==> src/rtl/imem_uart_loader_pkg.sv <==
// imem_uart_loader_pkg: shared widths, halt marker and FSM encoding for the UART program loader.
package imem_uart_loader_pkg;
    localparam int NB_WIDTH       = 32;
    localparam int NB_BYTE        = 8;
    localparam int BYTES_PER_WORD = 4;
    localparam logic [NB_WIDTH-1:0] HALT_WORD = 32'hFFFF_FFFF;
    typedef enum logic [1:0] {IDLE = 2'd0, LOAD = 2'd1, DONE = 2'd2} state_t;
endpackage

==> src/rtl/imem_uart_loader_if.sv <==
// imem_uart_loader_if: UART byte input plus instruction-memory write port seen by the loader.
interface imem_uart_loader_if
    import imem_uart_loader_pkg::*;
#(
    parameter int NB_ADDR = 9
);
    logic [NB_BYTE-1:0]  rx_data;
    logic                rx_valid;
    logic                we;
    logic [NB_ADDR-1:0]  addr;
    logic [NB_WIDTH-1:0] data;

    modport master (input rx_data, rx_valid, output we, addr, data);
    modport slave  (output rx_data, rx_valid, input we, addr, data);
endinterface

==> src/rtl/imem_uart_loader_byte_word_packer.sv <==
// imem_uart_loader_byte_word_packer: shifts bytes MSB-first into a word and pulses when 4 have arrived.
module imem_uart_loader_byte_word_packer
    import imem_uart_loader_pkg::*;
(
    input  logic                i_clk,
    input  logic                i_reset,
    input  logic                i_clear,
    input  logic                i_en,
    input  logic                i_valid,
    input  logic [NB_BYTE-1:0]  i_byte,
    output logic                o_word_valid,
    output logic [NB_WIDTH-1:0] o_word
);
    logic [1:0]          r_cnt;
    logic [NB_WIDTH-1:0] r_buf;
    logic                r_word_valid;

    // The buffer already holds the finished word while o_word_valid is high,
    // so a byte arriving in that same cycle can overwrite it safely.
    always_ff @(posedge i_clk or negedge i_reset) begin
        if (!i_reset) begin
            r_cnt        <= '0;
            r_buf        <= '0;
            r_word_valid <= 1'b0;
        end else if (i_clear) begin
            r_cnt        <= '0;
            r_buf        <= '0;
            r_word_valid <= 1'b0;
        end else begin
            r_word_valid <= i_en && i_valid && r_cnt == 2'd3;
            if (i_en && i_valid) begin
                r_buf <= {r_buf[NB_WIDTH-NB_BYTE-1:0], i_byte};
                r_cnt <= r_cnt + 2'd1;
            end
        end
    end

    assign o_word_valid = r_word_valid;
    assign o_word       = r_buf;
endmodule

==> src/rtl/imem_uart_loader.sv <==
// imem_uart_loader: packs UART bytes into big-endian words and writes them to instruction memory
// from address 0 until the halt word arrives or the memory is full.
module imem_uart_loader
    import imem_uart_loader_pkg::*;
#(
    parameter int NB_ADDR = 9
)(
    input  logic                 i_clk,
    input  logic                 i_reset,
    input  logic                 i_start,
    imem_uart_loader_if.master   bus,
    output logic                 o_busy,
    output logic                 o_done,
    output logic                 o_overflow,
    output logic [NB_ADDR-2:0]   o_word_count
);
    localparam logic [NB_ADDR-1:0] LAST_ADDR = NB_ADDR'(2**NB_ADDR - BYTES_PER_WORD);

    state_t              r_state, w_next;
    logic [NB_ADDR-1:0]  r_ptr, r_addr;
    logic [NB_ADDR-2:0]  r_count;
    logic [NB_WIDTH-1:0] r_data, w_word;
    logic                r_we, r_overflow, w_word_valid, w_arm, w_load, w_last;

    assign w_load = r_state == LOAD;
    assign w_arm  = i_start && !w_load;
    // Decided from the write registered last cycle, so DONE follows o_we by one cycle.
    assign w_last = r_we && (r_data == HALT_WORD || r_addr == LAST_ADDR);

    imem_uart_loader_byte_word_packer u_packer (
        .i_clk        (i_clk),
        .i_reset      (i_reset),
        .i_clear      (w_arm),
        .i_en         (w_load),
        .i_valid      (bus.rx_valid),
        .i_byte       (bus.rx_data),
        .o_word_valid (w_word_valid),
        .o_word       (w_word)
    );

    always_ff @(posedge i_clk or negedge i_reset) begin
        if (!i_reset) r_state <= IDLE;
        else          r_state <= w_next;
    end

    always_comb begin
        w_next = r_state;
        w_next = w_arm ? LOAD : (w_load && w_last) ? DONE : r_state;
    end

    always_ff @(posedge i_clk or negedge i_reset) begin
        if (!i_reset) begin
            r_we       <= 1'b0;
            r_ptr      <= '0;
            r_addr     <= '0;
            r_data     <= '0;
            r_count    <= '0;
            r_overflow <= 1'b0;
        end else begin
            r_we <= w_load && w_word_valid;
            if (w_arm) begin
                r_ptr      <= '0;
                r_count    <= '0;
                r_overflow <= 1'b0;
            end else if (w_load && w_word_valid) begin
                r_addr  <= r_ptr;
                r_data  <= w_word;
                r_ptr   <= r_ptr + NB_ADDR'(BYTES_PER_WORD);
                r_count <= r_count + 1'b1;
            end else if (w_load && r_we && r_addr == LAST_ADDR && r_data != HALT_WORD) begin
                r_overflow <= 1'b1;
            end
        end
    end

    assign bus.we       = r_we;
    assign bus.addr     = r_addr;
    assign bus.data     = r_data;
    assign o_busy       = w_load;
    assign o_done       = r_state == DONE;
    assign o_overflow   = r_overflow;
    assign o_word_count = r_count;
endmodule

==> src/flat_wrapper.sv <==
// flat-port wrapper written by rule: the top's interface ports become plain ports
module imem_uart_loader_flat import imem_uart_loader_pkg::*;
#(
    parameter int NB_ADDR = 9
)
  (i_clk, i_reset, i_start, o_busy, o_done, o_overflow, o_word_count, bus_rx_data, bus_rx_valid, bus_we, bus_addr, bus_data);
  imem_uart_loader_if #(.NB_ADDR(NB_ADDR)) bus_i ();
  input  logic i_clk;
  input  logic i_reset;
  input  logic i_start;
  output logic o_busy;
  output logic o_done;
  output logic o_overflow;
  output logic [NB_ADDR-2:0] o_word_count;
  input wire logic [$bits(bus_i.rx_data)-1:0] bus_rx_data;
  input wire logic [$bits(bus_i.rx_valid)-1:0] bus_rx_valid;
  output wire logic [$bits(bus_i.we)-1:0] bus_we;
  output wire logic [$bits(bus_i.addr)-1:0] bus_addr;
  output wire logic [$bits(bus_i.data)-1:0] bus_data;
  assign bus_i.rx_data = bus_rx_data;
  assign bus_i.rx_valid = bus_rx_valid;
  assign bus_we = bus_i.we;
  assign bus_addr = bus_i.addr;
  assign bus_data = bus_i.data;
  imem_uart_loader #(.NB_ADDR(NB_ADDR)) u_core (.i_clk(i_clk), .i_reset(i_reset), .i_start(i_start), .bus(bus_i), .o_busy(o_busy), .o_done(o_done), .o_overflow(o_overflow), .o_word_count(o_word_count));
endmodule
==> config.mk <==
export PLATFORM = sky130hd
export DESIGN_NAME = imem_uart_loader_flat
export DESIGN_NICKNAME = d
export VERILOG_FILES = /design/src/rtl/imem_uart_loader_pkg.sv /design/src/rtl/imem_uart_loader_if.sv /design/src/rtl/imem_uart_loader_byte_word_packer.sv /design/src/rtl/imem_uart_loader.sv /design/src/flat_wrapper.sv
export SDC_FILE = /design/constraint.sdc
export NUM_CORES = 1
export LEC_CHECK = 0
export CORE_UTILIZATION = 47
export DETAILED_ROUTE_END_ITERATION = 10
export GPL_TIMING_DRIVEN = 0
export HOLD_SLACK_MARGIN = 0.15
export PLACE_DENSITY_LB_ADDON = 0.15
export SETUP_SLACK_MARGIN = 0.05
export SYNTH_ARGS = -nofsm -noshare
export SYNTH_HDL_FRONTEND = slang
export SYNTH_SLANG_ARGS = --single-unit
==> constraint.sdc <==
create_clock -name i_clk -period 1.3 [get_ports i_clk]
set_input_delay 0.195 -clock i_clk [delete_from_list [all_inputs] [get_ports i_clk]]
set_output_delay 0.195 -clock i_clk [all_outputs]
set_load 0.1 [all_outputs]
==> out/qor_table.md <==
| Stage | Item | Reported |
|---|---|---|
| global routing | Pin count of the biggest net entering global routing | 55 |
| placed design | Final GP Congestion | 0.8144 |
| synthesis | Number of enable-type register cells in the synthesized netlist | 0 |
| setup path | Slowest Stage Delay on Critical Path | 0.40 ns |
| sta | Post-route clock period utilization | 1.181 |
| floorplanning | Number of rows in the core area | 32 |
| sta | Layout Skew | 0.007337 ns |
| sta | Setup repair after global routing missed its margin | yes |
| synthesis | Mean instance size in the synthesized netlist | 10.75 sq um |
| clocking | TritonCTS clock tree | yes |
| placed design | IO buf count | 62 |
| setup path | Ordered list of cells on the worst path | buf_6 > nor2b_4 > nor2b_1 > buf_6 > nor2_8 > buf_6 > a22o_1 |
| floorplanning | Count of boundary I/O pins | 65 |
| detailed routing | # DRC | 0 |
| final layout | Fraction of layout cells with a size suffix above 1 | 0.5586 |
| floorplanning | Total Die Area | 8342 sq um |
| power and ir drop | Largest vdd supply drop | 1.882 mV |
| global routing | Overall track demand over capacity in global routing | 0.2642 |
| detailed routing | DR iter-0 viols | 122 |
| sta | Final critical-path setup slack | -0.2352 ns |
| sta | Headroom to the max-slew limit | 0.6521 |
| clocking | Clock root buffer master | sky130_fd_sc_hd__clkbuf_8 |
| detailed routing | Iteration count of the initial detailed-routing pass | 4 |
| flow run | Max-cap viol count | 0 |
| status | Outcome | complete, but fails checks |
| setup path | Crit-path leading delay family | buffers and inverters |
| setup path | Number of buffer and inverter instances along the worst setup path | 3 |
| clocking | Number of buffers between clock root and the deepest sink | 2 |
| power and ir drop | Net load switching power | 0.007760 W |
| synthesis | Top FF cell, synth | sky130_fd_sc_hd__dfrtp_1 |
| sta | Post-layout minimum cycle time | 1.535 ns |
| synthesis | Share of async-settable or async-resettable flops after synthesis | 1.000 |
| synthesis | Top cells by area in the synthesized netlist | sky130_fd_sc_hd__dfrtp_1 62%, sky130_fd_sc_hd__nand2_1 13%, sky130_fd_sc_hd__a22o_1 8.2% |
| detailed routing | Average routed wire per standard cell | 17.88 um |
| sta | Actual slew at the worst max-slew pin | 0.5219 ns |
| sta | Count of final max-slew check failures | 0 |
| sta | Count of final hold-check violations | 0 |
| detailed routing | Vias per Instance | 5.371 |
| setup path | Worst-path cell with the longest stage delay | sky130_fd_sc_hd__dfrtp_1 |
| setup path | Worst path arrival time | 1.77 ns |
| setup path | Required arrival time at the worst endpoint | 1.54 ns |
| final layout | Commonest cells after routing, fill and taps aside | 64 x sky130_fd_sc_hd__nand2_1, 50 x sky130_fd_sc_hd__buf_6, 49 x sky130_fd_sc_hd__nand2_2 |
| sta | Max Clk Rate | 651.4 MHz |
| setup path | Crit end category | flop |
| synthesis | Synth warnings | 0 |
| final layout | Fraction of the core area covered by cells at the end of the flow | 0.7600 |
| synthesis | Portion of synthesized cell area occupied by the leading cell type | 0.6204 |
| clocking | Number of sinks on the clock net | 93 |
| final layout | Final nets | 479 |
| floorplanning | Effective utilization at floorplan | 0.4854 |
| synthesis | Synth cell types | 35 |
| power and ir drop | Leakage Power | 2.837 nW |
| setup path | Most common cell on crit path | sky130_fd_sc_hd__buf_6 |
| clocking | CTS clock-pin slew for the worst setup and hold paths | 0.09 ns |
| synthesis | Post-synthesis cell count | 349 |
| floorplanning | Core box area | 7727 sq um |
| detailed routing | Antenna Violating Nets Remaining | 0 |
| floorplanning | Die height | 91.34 um |
| setup path | Worst Setup Start Kind | flop |
| power and ir drop | Comb pwr share | 0.522 |
| final layout | Most common cell after layout, fill and taps aside | sky130_fd_sc_hd__nand2_1 |
| synthesis | Netlist Area Pre-Place | 3751 sq um |
| final layout | Antenna diode count | 0 |
| setup path | Crit Path Max Fanout | 7 |
| global routing | Vias in the first global route | 3221 |
| synthesis | Share of synthesized area occupied by flip-flops and latches | 0.6204 |
| placed design | Place WS | -0.7162 ns |
| sta | Setup TNS | -13.37 ns |
| detailed routing | Vias after detailed routing | 3067 |
| sta | Setup violation total in the final timing report | 92 |
| clocking | H-tree levels | 3 |
| final layout | Layout area overhead | 56.57% |
| power and ir drop | Fraction of power spent switching nets | 0.5078 |
| status | Violated checks | negative setup slack |
| power and ir drop | Power per unit of standard cell area | 2602 nW/um^2 |
| clocking | CTS buffer count | 9 |
| power and ir drop | Relative contribution of sequential cells to total power | 0.315 |
| synthesis | Cell accounting for the most synthesized area | sky130_fd_sc_hd__dfrtp_1 |
| detailed routing | Total Wirelength | 10.21 mm |
| global routing | Remaining global-route overflow | 0 |
| global routing | Number of antenna violations at the first check in global routing | 0 |
| synthesis | Synthesized flop and latch total | 93 |
| hold path | Path type of the worst min-delay path | in2async |
| power and ir drop | Int Pwr | 0.007520 W |
| clocking | Clock latency on the worst-skew pair | 0.35 ns |
| floorplanning | Die width | 91.34 um |
| power and ir drop | Clock network fraction of total power | 0.163 |
| setup path | Worst Path Class, Setup | reg2reg |
| placed design | Sum of net half-perimeters after detailed placement | 5.811 mm |
| global routing | Global-route wire length before repair | 16.69 mm |
| power and ir drop | Total power of the final layout | 0.01528 W |
per-stage QoR:
stage	hold WS [ns]	instance area (sq um)	instances
floorplan	-0.1006	3841	350
global placement	0.4569	4589	514
detailed placement	0.2082	4614	515
CTS	0.3681	5489	566
global route	0.4023	5873	571
finish	0.3560	5873	571
layer usage:
layer	vias up	track usage	wire, um
li1	1418	-	-
met1	1549	0.3421	4170
met2	81	0.4381	5374
met3	19	0.04355	435
met4	0	0.1190	231
met5	-	0	0
synthesized netlist by cell type (3+ instances only):
master                     number
sky130_fd_sc_hd__a21oi_1        6
sky130_fd_sc_hd__a22o_1        35
sky130_fd_sc_hd__buf_2         10
sky130_fd_sc_hd__buf_6          5
sky130_fd_sc_hd__clkbuf_1       4
sky130_fd_sc_hd__dfrtp_1       93
sky130_fd_sc_hd__ha_1           3
sky130_fd_sc_hd__nand2_1      125
sky130_fd_sc_hd__nand4_1       13
sky130_fd_sc_hd__nor2_1        11
sky130_fd_sc_hd__nor3_1         4
sky130_fd_sc_hd__o21ai_0        5
sky130_fd_sc_hd__or3_1          4
sky130_fd_sc_hd__xnor2_1        4
sky130_fd_sc_hd__xor2_1         3
flip-flops by register name (all words and copies together), names as in the netlist:
register	flops
u_core.bus.addr	7
u_core.bus.data	32
u_core.bus.we	1
u_core.o_overflow	1
u_core.o_word_count	8
u_core.r_ptr	7
u_core.r_state	2
u_core.u_packer.o_word	32
u_core.u_packer.o_word_valid	1
u_core.u_packer.r_cnt	2
logic make-up after synthesis:
logic type	synth area share
adders and majority gates	0.01001
and+or+nand+nor	0.2025
other	0.0009997
buffers and inverters	0.03835
xor gates and xnor gates	0.01634
AOI/OAI and AO/OA	0.1031
DFF	0.6204
muxes	0.008339
power groups by stage:
stage | Sequential (W) | Combinational (W) | Clock (W)
floorplan | 0.00896 | 0.000934 | 0
global placement | 0.00464 | 0.00695 | 0
detailed placement | 0.00466 | 0.00702 | 0
CTS | 0.00468 | 0.00743 | 0.00250
global route | 0.00492 | 0.00825 | 0.00264
finish | 0.00481 | 0.00798 | 0.00249
area by class of cell:
cell class	count	area (sq um)
flip-flops and latches	93	2391
fillers	474	1854
multi-input cells	235	1614
repair buffers	103	1197
plain buffers	20	271.5
clock inverters	6	133.9
clock buffers	10	127.6
well taps	102	127.6
inverters	2	10.01
path summary, 6_finish.rpt:
path                                                from                                     to  slack [ns]  cells after the start
max in group asynchronous                        i_reset        u_core.bus.data[25]$_DFFE_PN0N_        0.28                      3
hold / removal                                   i_reset     u_core.o_word_count[4]$_DFFE_PN0P_        0.36                      2
min in group i_clk                        bus_rx_data[3]  u_core.u_packer.o_word[3]$_DFFE_PN0P_        0.45                      2
setup / recovery           u_core.r_state[0]$_DFFE_PN0P_  u_core.u_packer.o_word[9]$_DFFE_PN0P_       -0.24                      7
hold reg to reg              u_core.r_ptr[4]$_DFFE_PN0P_            u_core.r_ptr[4]$_DFFE_PN0P_        0.48                      1
setup reg to reg           u_core.r_state[0]$_DFFE_PN0P_  u_core.u_packer.o_word[9]$_DFFE_PN0P_       -0.24                      7
what timing repair did:
action                                  CTS  global route
endpoints found under the setup margin  143           129
pin swaps                                39            20
resized for setup                       419           102
hold endpoints to repair                 39             0
cloned                                   11             0
buffers inserted                         23             7
hold buffers                              1             0
Power figures use the tool's default switching activity.
